<file path="src/rtl/wb_ex_commit_pkg.sv">
// Shared definitions for the WB exception/ERET commit controller
// and the WB-to-CP0 register bus it produces.
package wb_ex_commit_pkg;

    localparam int WB_TO_CP0_REGISTER_BUS_WD = 110;

    localparam logic [4:0] EX_INT  = 5'h00;
    localparam logic [4:0] EX_ADEL = 5'h04;
    localparam logic [4:0] EX_ADES = 5'h05;
    localparam logic [4:0] EX_SYS  = 5'h08;
    localparam logic [4:0] EX_BP   = 5'h09;
    localparam logic [4:0] EX_RI   = 5'h0a;
    localparam logic [4:0] EX_OV   = 5'h0c;

    localparam logic [4:0] CR_BADVADDR = 5'd8;
    localparam logic [4:0] CR_COUNT    = 5'd9;
    localparam logic [4:0] CR_COMPARE  = 5'd11;
    localparam logic [4:0] CR_STATUS   = 5'd12;
    localparam logic [4:0] CR_CAUSE    = 5'd13;
    localparam logic [4:0] CR_EPC      = 5'd14;

    typedef enum logic {
        ST_IDLE  = 1'b0,
        ST_FLUSH = 1'b1
    } state_t;

    typedef struct packed {
        logic        ex;
        logic [4:0]  excode;
        logic [31:0] badvaddr;
        logic        bd;
        logic [31:0] pc;
        logic        mtc0_we;
        logic [4:0]  waddr;
        logic [31:0] wdata;
        logic        eret_flush;
    } wb_cp0_bus_t;

    // Only address-error exceptions carry a meaningful BadVAddr.
    function automatic logic has_badvaddr(input logic [4:0] code);
        return (code == EX_ADEL) || (code == EX_ADES);
    endfunction

endpackage

</file>
<file path="src/rtl/wb_ex_commit.sv">
// WB-stage commit controller: resolves int/ex/ERET/MTC0 at commit,
// drives the CP0 bus and holds a flush + redirect toward fetch.
module wb_ex_commit
    import wb_ex_commit_pkg::*;
#(
    parameter logic [31:0] EX_VECTOR = 32'hBFC0_0380,
    parameter int          FLUSH_MIN = 2
) (
    input  logic                                 clk,
    input  logic                                 resetn,
    input  logic                                 ws_valid,
    input  logic [31:0]                          ws_pc,
    input  logic                                 ws_bd,
    input  logic                                 ws_ex,
    input  logic [4:0]                           ws_excode,
    input  logic [31:0]                          ws_badvaddr,
    input  logic                                 ws_eret,
    input  logic                                 ws_mtc0,
    input  logic [4:0]                           ws_c0_addr,
    input  logic [31:0]                          ws_c0_wdata,
    output logic                                 ws_allowin,
    input  logic                                 cp0_has_int,
    input  logic [31:0]                          cp0_epc,
    output logic [WB_TO_CP0_REGISTER_BUS_WD-1:0] wb_to_cp0_register_bus,
    output logic                                 flush_o,
    output logic [31:0]                          flush_pc_o,
    input  logic                                 redirect_ready_i
);

    localparam logic [3:0] L_MIN  = 4'(FLUSH_MIN);
    localparam logic [3:0] L_LAST = 4'(FLUSH_MIN - 1);

    state_t      r_state;
    logic [3:0]  r_cnt;
    logic        r_flush;
    logic [31:0] r_flush_pc;

    logic        w_commit;
    logic        w_int;
    logic        w_ex;
    logic        w_exc;
    logic        w_eret;
    logic        w_mtc0;
    wb_cp0_bus_t w_bus;

    // Reset gating keeps the bus quiet while resetn is low.
    assign w_commit = ws_valid & (r_state == ST_IDLE) & resetn;
    assign w_int    = w_commit & cp0_has_int;
    assign w_ex     = w_commit & ~cp0_has_int & ws_ex;
    assign w_exc    = w_int | w_ex;
    assign w_eret   = w_commit & ~cp0_has_int & ~ws_ex & ws_eret;
    assign w_mtc0   = w_commit & ~cp0_has_int & ~ws_ex & ~ws_eret
                    & ws_mtc0;

    assign ws_allowin             = (r_state == ST_IDLE);
    assign wb_to_cp0_register_bus = w_bus;
    assign flush_o                = r_flush;
    assign flush_pc_o             = r_flush_pc;

    // Priority-resolved event fields of the CP0 bus for this commit.
    always_comb begin
        w_bus = '0;
        if (w_exc) begin
            w_bus.ex     = 1'b1;
            w_bus.excode = w_int ? EX_INT : ws_excode;
            w_bus.bd     = ws_bd;
            w_bus.pc     = ws_pc;
            if (w_ex && has_badvaddr(ws_excode)) begin
                w_bus.badvaddr = ws_badvaddr;
            end
        end
        w_bus.eret_flush = w_eret;
        if (w_mtc0) begin
            w_bus.mtc0_we = 1'b1;
            w_bus.waddr   = ws_c0_addr;
            w_bus.wdata   = ws_c0_wdata;
        end
    end

    // Flush FSM: hold flush for at least FLUSH_MIN cycles and until
    // fetch accepts the redirect on or after the last hold cycle.
    always_ff @(posedge clk or negedge resetn) begin
        if (!resetn) begin
            r_state    <= ST_IDLE;
            r_cnt      <= 4'd0;
            r_flush    <= 1'b0;
            r_flush_pc <= 32'd0;
        end else begin
            unique case (r_state)
                ST_IDLE: begin
                    if (w_exc || w_eret) begin
                        r_state    <= ST_FLUSH;
                        r_cnt      <= 4'd0;
                        r_flush    <= 1'b1;
                        r_flush_pc <= w_exc ? EX_VECTOR : cp0_epc;
                    end
                end
                ST_FLUSH: begin
                    if (r_cnt < L_MIN) begin
                        r_cnt <= r_cnt + 4'd1;
                    end
                    if ((r_cnt >= L_LAST) && redirect_ready_i) begin
                        r_state <= ST_IDLE;
                        r_cnt   <= 4'd0;
                        r_flush <= 1'b0;
                    end
                end
            endcase
        end
    end

endmodule
</file>
<file path="config.mk">
export PLATFORM = sky130hd
export DESIGN_NAME = wb_ex_commit
export DESIGN_NICKNAME = d
export VERILOG_FILES = /design/src/rtl/wb_ex_commit_pkg.sv /design/src/rtl/wb_ex_commit.sv
export SDC_FILE = /design/constraint.sdc
export NUM_CORES = 1
export LEC_CHECK = 0
export ABC_AREA = 1
export BUFFER_PORTS_ARGS = -buffer_cell sky130_fd_sc_hd__clkbuf_2
export CORE_AREA = 2 2 114 116
export CTS_CLUSTER_SIZE = 8
export DETAILED_ROUTE_END_ITERATION = 7
export DIE_AREA = 0 0 116 118
export GPL_ROUTABILITY_DRIVEN = 0
export SLEW_MARGIN = 20
export SYNTH_ARGS = -nofsm -noshare
export SYNTH_HDL_FRONTEND = slang
export SYNTH_SLANG_ARGS = --single-unit
</file>
<file path="constraint.sdc">
create_clock -name clk -period 2.35 [get_ports clk]
set_clock_uncertainty 0.15 [all_clocks]
set_input_delay 0.47 -clock clk [delete_from_list [all_inputs] [get_ports clk]]
set_output_delay 0.47 -clock clk [all_outputs]
set_load 0.02 [all_outputs]
</file>
==> flow_metrics.tcl, run 1 <==
set metrics [dict create \
    p_leak_uw 0.003168 \
    clkTransAtPathRegs_ns 0.06 \
    p_switching_uw 945.2 \
    tightest_slew_ns 0.4844 \
    syn_area_per_cell_um2 6.361 \
    post-cts-setup-buffer-count 0 \
    cts_hold_buf 0 \
    worstSetupPathType "reg -> out" \
    wl_per_cell_um 12.27 \
    rsz0062_at_grt "no" \
    slew_violations 0 \
    cpPeakStageDelay_ns 0.46 \
    wl_um 10930 \
    slowest_stage "dfrtp_2" \
    total_power_uw 2676 \
    tritoncts "built" \
    drtPass1Iterations 4 \
    design.core.area_mm2 0.01241 \
    timing.hold.ws_ns 0.1478 \
    cts_buffer_depth 2 \
    p_int_uw 1731 \
    dp.cells 880 \
    dp_hpwl_um 9257 \
    ys_seq_area_share_pct 34.85 \
    crit_chain "nor2_8, nand3b_4, nor2_4, nand2_4, clkbuf_16, nor2_2, clkbuf_2" \
    syn_to_final_growth_pct 69.74 \
    p_clk_share_pct 32.4 \
    status "finished, final reports clean" \
    grt_pass1_wl_um 16070 \
    p_per_area_mw_per_mm2 577.8 \
    vias 3321 \
    final_cell_count_no_fill 891 \
    finalCritPeriodShare_pct 95.80 \
    critPathBufInv 2 \
    grt_usage_pct 15.02 \
    drtIter0Drc 102 \
    r2r_start "r_state" \
    cts_root_buffer "clkbuf_16" \
    die_h_um 118 \
    std_cell_rows 41 \
    synth_top_area_share_pct 34.85 \
    yosysTopAreaCell "dfrtp_1" \
    swShare_pct 35.32 \
    dieArea_mm2 0.01369 \
    timing.fmax_mhz 444.2 \
    crit_end "wb_to_cp0_register_bus[91]" \
    worstPathMaxFanout 8 \
    io_buffers 290 \
    syn_area_mm2 0.002729 \
    grt_max_degree 39 \
    cp.required_ns 1.73 \
    ys_types 20 \
    ys_ff_latch 38 \
    syn_nets 579 \
    via_per_inst 3.727 \
    slew_headroom_pct 67.70 \
    synth.most_common_cell "inv_1" \
    clk_latency_ns 0.28 \
    synthArstFlopShare_pct 100.0 \
    cp_num_cells 7 \
    grt_pass1_vias 3143 \
    critPathTopFamily "simple AND/OR/NAND/NOR gates" \
    worst_r2r_endpoint "flush_pc_o[12]" \
    cts_max_level 2 \
    syn_inst 429 \
    cts_resized 0 \
    r2r_slack_ns 0.86 \
    drc_errors 0 \
    synth-warning-count 0 \
    setup_tns_ns 0 \
    initial_core_util_pct 21.98 \
    place_area_mm2 0.004385 \
    start_kind "flop" \
    yosys_most_used_dff "dfrtp_1" \
    critPathLaunch "r_state" \
    drive_gt1_share_pct 48.61 \
    io_pins 291 \
    worstHoldPathType "in -> async" \
    pwr-share-seq_pct 32.2 \
    setup_viol 0 \
    ir_drop_mv 0.3322 \
    clock-sinks 38 \
    synth_common_cells "inv_1 (130), nand2_1 (95), nor2_1 (79)" \
    finalInstanceArea_mm2 0.004632 \
    ys_top_cells_by_area "dfrtp_1 (35%), inv_1 (18%), nand2_1 (13%)" \
    cap_violations 0 \
    end_kind "output port" \
    die_w_um 116 \
    arrival_ns 1.63 \
    grt_overflow_total 0 \
    r2r_cells 6 \
    cts_inserted_buffers 5 \
    finalNetCount 867 \
    hold_viol_final 0 \
    postRouteAntennaNets 0 \
    comb_power_share_pct 35.4 \
    min_period_ns 2.251 \
    synth_edf_count 0 \
    antenna_found_initial 1 \
]
-- sequential cells by signal (all words and copies together) (netlist names) --
| register | flops |
|---|---|
| flush_pc_o | 32 |
| r_state | 1 |
| r_cnt | 4 |
| flush_o | 1 |
-- cell families (layout without fill, tap and decap cells) --
| logic type | Yosys count | in the layout | synth area share (%) |
|---|---|---|---|
| AOI/OAI and AO/OA | 13 | 13 | 2.384 |
| adders and majority gates | 3 | 3 | 1.376 |
| and+or+nand+nor | 223 | 223 | 38.24 |
| buffers and inverters | 151 | 440 | 22.83 |
| xor gates and xnor gates | 1 | 1 | 0.3210 |
| other | 0 | 1 | 0 |
| DFF | 38 | 38 | 34.85 |
-- power by group through the flow --
stage	Sequential [uW]	Combinational, uW	Clock, uW
3_3_place_gp	870	951	0
2_1_floorplan	957	480	0
3_5_place_dp	865	960	0
4_1_cts	860	961	890
5_1_grt	881	1070	915
6_report	861	947	868
-- cell type report --
cell class	instances	area [um2]
Inverter	130	488.0
Clock buffer	5	125.1
Antenna cell	1	2.502
Multi-Input combinational cell	240	1160
Clock inverter	3	68.82
Fill cell	1415	7782
Timing Repair Buffer	302	1620
Tap cell	172	215.2
Sequential cell	38	952.2
-- worst min path at each step --
stage / end / slack, ns / cells after the start
final: flush_pc_o[31] / 0.15 / 2
after global routing: flush_pc_o[4] / 0.20 / 2
after CTS: flush_pc_o[31] / 0.18 / 2
after detailed placement: flush_pc_o[14] / 0.32 / 2
after global placement: flush_pc_o[13] / 0.32 / 2
after floorplan: flush_o / 0.02 / 0
-- worst register-to-register path: cells and delay by family (launching register included) --
kind,cells,cell delay [ns]
DFF,1,0.46
and+or+nand+nor,4,0.47
buffers and inverters,2,0.36
-- per-stage QoR --
stage	util [%]	worst slack [ns]
finish	37.31	0.09865
global route	37.29	0.007162
CTS	36.89	0.009124
detailed placement	35.33	0.09316
global placement	35.33	0.1345
floorplan	-	0.2828
-- layout by cell type, fill, tap and decap left out, types with 2 or more instances in the layout --
cell / synthesis / layout
nand2_1: 95 / 95
clkbuf_16: 0 / 6
bufinv_16: 0 / 2
dfrtp_1: 38 / 37
o21ai_0: 13 / 13
nor2_4: 11 / 11
nand4_1: 4 / 4
nor2_2: 21 / 21
clkbuf_2: 0 / 284
buf_4: 3 / 9
nor2_1: 79 / 79
buf_2: 12 / 3
nand2_2: 3 / 2
inv_1: 130 / 130
nand3_1: 6 / 6
buf_12: 0 / 4
ha_1: 3 / 3
-- routing by layer --
metal | track usage, % | up-vias | part of all wire [%]
li1 | - | 1748 | -
met1 | 15.61 | 1409 | 36
met2 | 28.44 | 152 | 52
met3 | 4.892 | 12 | 11
met4 | 3.795 | 0 | 1.5
met5 | 0 | - | 0
(Power assumes the default switching activity.)
==> run 2, diff against run 1 <==
BUFFER_PORTS_ARGS = default   (was -buffer_cell sky130_fd_sc_hd__clkbuf_2)
DONT_BUFFER_PORTS = 1   (was default)
==> flow_metrics.tcl, run 2 (synthesized netlist as in run 1, its figures left out) <==
set metrics [dict create \
    clock-sinks 38 \
    grt_pass1_vias 2473 \
    grt_overflow_total 0 \
    tritoncts "built" \
    p_per_area_mw_per_mm2 641.2 \
    cap_violations 0 \
    dp_hpwl_um 8516 \
    final_cell_mix "inv_1 (130), buf_4 (102), nand2_1 (95)" \
    io_pins 291 \
    wl_um 10190 \
    ir_drop_mv 0.5319 \
    slew_violations 0 \
    worstSetupPathType "reg -> out" \
    total_power_uw 2506 \
    start_kind "flop" \
    end_kind "output port" \
    post-cts-setup-buffer-count 0 \
    grt_usage_pct 13.64 \
    largest_reg_flops 32 \
    seq_area_um2 952.2 \
    p_leak_uw 0.002429 \
    cts_buffer_depth 2 \
    drive_gt1_share_pct 29.52 \
    min_period_ns 2.245 \
    dp.cells 685 \
    final_common_cell "inv_1" \
    cp.required_ns 1.73 \
    postRouteAntennaNets 0 \
    clk_latency_ns 0.27 \
    io_buffers 0 \
    status "finished, final reports clean" \
    worstPathMaxFanout 16 \
    vias 2741 \
    antenna_found_initial 1 \
    tightest_slew_ns 0.4085 \
    syn_to_final_growth_pct 43.24 \
    die_w_um 116 \
    worstHoldEndpoint "flush_pc_o[16]" \
    setup_viol 0 \
    hold_viol_final 0 \
    multi_input_area_mm2 0.001160 \
    grt_max_degree 39 \
    cts_root_buffer "clkbuf_16" \
    drtPass1Iterations 4 \
    cts_inserted_buffers 5 \
    dieArea_mm2 0.01369 \
    design.core.area_mm2 0.01241 \
    timing.fmax_mhz 445.5 \
    drtIter0Drc 122 \
    drc_errors 0 \
    fin_util_pct 31.49 \
    final_cell_count_no_fill 698 \
    r2r_cells 6 \
    clkTransAtPathRegs_ns 0.06 \
    worstHoldPathType "in -> reg" \
    min_from "cp0_epc[16]" \
    r2r_start "r_state" \
    slew_headroom_pct 72.67 \
    hold_depth 2 \
    via_per_inst 3.927 \
    num-fill-cells 1365 \
    setup_tns_ns 0 \
    std_cell_rows 41 \
    die_h_um 118 \
    wl_per_cell_um 14.60 \
    finalCritPeriodShare_pct 95.52 \
    arrival_ns 1.62 \
    r2r_slack_ns 0.66 \
    rsz0062_at_grt "no" \
    cts_max_level 2 \
    initial_core_util_pct 21.98 \
    worst_r2r_endpoint "flush_pc_o[0]" \
    grt_pass1_wl_um 14170 \
    finalNetCount 674 \
]
run 2: cell types whose count changed in the layout (fill, tap and decap cells not counted):
cell           delta
buf_2             -3
dlygate4sd3_1     +1
clkbuf_8          +1
clkinv_4          -1
clkbuf_2        -284
buf_4            +93
run 2: metrics by stage:
step | hold WS, ns | setup WS, ns | cell area, um2
after CTS | 0.1486 | 0.02459 | 3864
final | 0.1539 | 0.1053 | 3909
after detailed placement | 0.02530 | 0.2492 | 3635
after global placement | 0.02554 | 0.2742 | 3635
after floorplan | 0.02441 | 0.2828 | 2729
after global routing | 0.1490 | 0.01441 | 3909
run 2: per-layer routing:
metal,global-route usage (%),share of wire (%)
met5,0,0
met4,3.943,1.6
met3,4.016,10
met2,24.71,51
met1,15.20,37
run 2: timing repair:
item / 4_1_cts / 5_1_grt
endpoints found under the hold margin: 38 / 0
endpoints found under the setup margin: 0 / 21
hold buffers: 2 / 0
resized for setup: 0 / 2
run 2: where the power goes:
group / internal [uW] / switching [uW] / leakage [uW] / total [uW]
clock network: 637 / 246 / 0.0000971 / 883
logic: 225 / 401 / 0.00187 / 626
registers: 772 / 225 / 0.000461 / 998
total: 1630 / 872 / 0.00243 / 2510
run 2: worst max-delay path by stage:
| stage | start | to | slack (ns) | cells after the start |
|---|---|---|---|---|
| final | r_state | wb_to_cp0_register_bus[72] | 0.11 | 7 |
| after global routing | r_state | wb_to_cp0_register_bus[72] | 0.01 | 7 |
| after global placement | resetn | wb_to_cp0_register_bus[72] | 0.27 | 8 |
| after detailed placement | resetn | wb_to_cp0_register_bus[72] | 0.25 | 8 |
| after floorplan | resetn | wb_to_cp0_register_bus[74] | 0.28 | 7 |
| after CTS | r_state | wb_to_cp0_register_bus[72] | 0.02 | 7 |
run 2: area by class of cell:
cell class,count,area share [%]
sequential,38,24.36
timing repair buffer,109,22.82
antenna,1,0.06402
tap,172,5.506
multi-input combinational,240,29.67
inverter,130,12.48
clock buffer,6,3.553
clock inverter,2,1.536
run 2: critical path, stage by stage (launching register included):
cell      delay [ns]
dfrtp_2         0.46
nor2_8          0.13
nand3b_4        0.12
nor2_4          0.13
nand2_4         0.09
buf_12          0.18
nor2_1          0.09
buf_4           0.14
==> run 3, diff against run 2 <==
ABC_AREA = default   (was 1)
CORE_AREA = 2 2 112 114   (was 2 2 114 116)
DIE_AREA = 0 0 114 116   (was 0 0 116 118)
==> flow_metrics.tcl, run 3 <==
set metrics [dict create \
    syn_area_per_cell_um2 9.919 \
    crit_chain "and3b_2, and4_4, buf_12, and2_4, buf_6" \
    drtIter0Drc 107 \
    place_area_mm2 0.002492 \
    worstHoldPathType "in -> reg" \
    hold_viol_final 0 \
    synth.most_common_cell "and2_1" \
    postRouteAntennaNets 0 \
    initial_core_util_pct 19.49 \
    design.core.area_mm2 0.01191 \
    cts_max_level 2 \
    start_kind "flop" \
    p_clk_share_pct 29.3 \
    grt_pass1_wl_um 11670 \
    syn_area_mm2 0.002321 \
    cp.required_ns 1.73 \
    tritoncts "built" \
    synth_top_area_share_pct 40.97 \
    synth_common_cells "and2_1 (82), dfrtp_1 (38), a22o_1 (20), and2_4 (20), o22a_1 (12)" \
    clock-sinks 38 \
    std_cell_rows 40 \
    yosysTopAreaCell "dfrtp_1" \
    die_w_um 114 \
    end_kind "output port" \
    ys_ff_latch 38 \
    slew_violations 0 \
    ys_types 33 \
    cpPeakStageDelay_ns 0.39 \
    syn_to_final_growth_pct 21.46 \
    cts_buffer_depth 2 \
    p_int_uw 1402 \
    drtPass1Iterations 4 \
    cts_root_buffer "clkbuf_16" \
    worstPathMaxFanout 16 \
    timing.hold.ws_ns 0.1879 \
    grt_pass1_vias 1818 \
    antenna_found_initial 2 \
    worstSetupPathType "reg -> out" \
    p_leak_uw 0.001262 \
    grt_max_degree 39 \
    status "finished, final reports clean" \
    dp_hpwl_um 7276 \
    slowest_stage "dfrtp_1" \
    finalCritPeriodShare_pct 98.85 \
    drc_errors 0 \
    wl_per_cell_um 23.26 \
    slew_headroom_pct 72.19 \
    ir_drop_mv 0.5274 \
    num-fill-cells 1301 \
    clkTransAtPathRegs_ns 0.05 \
    dieArea_mm2 0.01322 \
    io_buffers 0 \
    comb_power_share_pct 24.2 \
    largest_reg_flops 32 \
    swShare_pct 33.87 \
    critPathBufInv 2 \
    critPathTopFamily "simple AND/OR/NAND/NOR gates" \
    min_from "cp0_epc[11]" \
    r2r_start "r_cnt[1]" \
    via_per_inst 4.692 \
    synth_edf_count 0 \
    syn_nets 384 \
    ys_top_cells_by_area "dfrtp_1 (41%), and2_1 (22%), a22o_1 (7.5%)" \
    cts_inserted_buffers 5 \
    finalInstanceArea_mm2 0.002819 \
    drive_gt1_share_pct 45.83 \
    tightest_slew_ns 0.4157 \
    arrival_ns 1.70 \
    final_cell_mix "and2_2 (58), dfrtp_1 (38), and2_1 (23)" \
    setup_viol 0 \
    rsz0062_at_grt "yes" \
    critPathLaunch "r_state" \
    wl_um 9047 \
    grt_overflow_total 0 \
    finalNetCount 391 \
    clk_latency_ns 0.27 \
    die_h_um 116 \
    timing.fmax_mhz 430.5 \
    io_pins 291 \
    syn_inst 234 \
    p_per_area_mw_per_mm2 752.2 \
    final_common_cell "and2_2" \
    yosys_most_used_dff "dfrtp_1" \
    synth-warning-count 0 \
    ys_seq_area_share_pct 40.97 \
    pwr-share-seq_pct 46.5 \
    grt_usage_pct 11.90 \
    synthArstFlopShare_pct 100.0 \
    vias 1825 \
    cap_violations 0 \
    p_switching_uw 718.2 \
    min_period_ns 2.323 \
]
run 3: changes by cell type after synthesis, sizes merged, moves of 6 or more:
cell and change:
nor2 -109, and2 +102, o21ai -12, a22o +20, inv -126, nand2 -96
and3 +6, o22a +12
run 3: metrics by stage:
stage	power, uW	TNS [ns]	cells	utilization [%]	setup slack (ns)
finish	2120	0	389	23.67	0.02701
global route	2250	-0.04369	389	23.67	-0.02203
floorplan	1344	0	234	-	0.2813
CTS	2133	-0.002445	385	22.68	-0.002445
detailed placement	1458	0	374	20.92	0.03614
global placement	1436	0	374	20.92	0.08717
run 3: path summary, 6_finish.rpt:
check                           slack [ns]                    endpoint  depth (start not counted)
worst max-delay path                  0.03  wb_to_cp0_register_bus[99]                          5
worst min-delay path                  0.19              flush_pc_o[11]                          1
worst max register to register        0.51                    r_cnt[0]                          5
worst min register to register        0.43                    r_cnt[3]                          1
max in group asynchronous             1.35              flush_pc_o[21]                          2
min in group asynchronous             0.51              flush_pc_o[11]                          2
run 3: power by group through the flow:
stage                     logic [uW]  registers [uW]  clock network, uW
after floorplan                  375             969                  0
after global placement           446             990                  0
after detailed placement         466             992                  0
after CTS                        496             989                648
after global routing             571            1010                673
final                            513             987                620
run 3: worst reg2reg max path, cell delays in order (launching register included):
cell and delay [ns]:
dfrtp_1 0.42, inv_1 0.08, ha_1 0.17, or4b_1 0.54, a211oi_1 0.30, a41o_1 0.12
run 3: cell families (layout without fill, tap and decap cells):
family | count (synthesis) | count (layout) | share of synthesized area (%)
AOI/OAI and AO/OA | 39 | 39 | 14.07
and+or+nand+nor | 130 | 132 | 37.31
buffers and inverters | 24 | 28 | 6.037
other | 0 | 2 | 0
DFF | 38 | 38 | 40.97
adders and majority gates | 3 | 3 | 1.617
run 3: per-layer routing:
metal,global-route usage (%),part of all wire (%)
met5,0,0
met4,3.089,0.34
met3,4.132,9.7
met2,20.04,52
met1,14.60,38
run 3: what timing repair did:
item	4_1_cts	5_1_grt
resized for setup	5	60
endpoints found under the setup margin	70	69
buffers inserted	1	1
endpoints found under the hold margin	38	0
cloned	2	1
pin swaps	3	1
hold buffers	2	0
run 3: cell type report:
type	count	area (um2)	area share [%]
diodes	2	5.005	0.1775
inverters	4	15.01	0.5326
repair buffers	18	191.4	6.791
well taps	147	183.9	6.525
multi-input cells	174	1334	47.31
clock buffers	6	138.9	4.927
flip-flops and latches	38	950.9	33.73
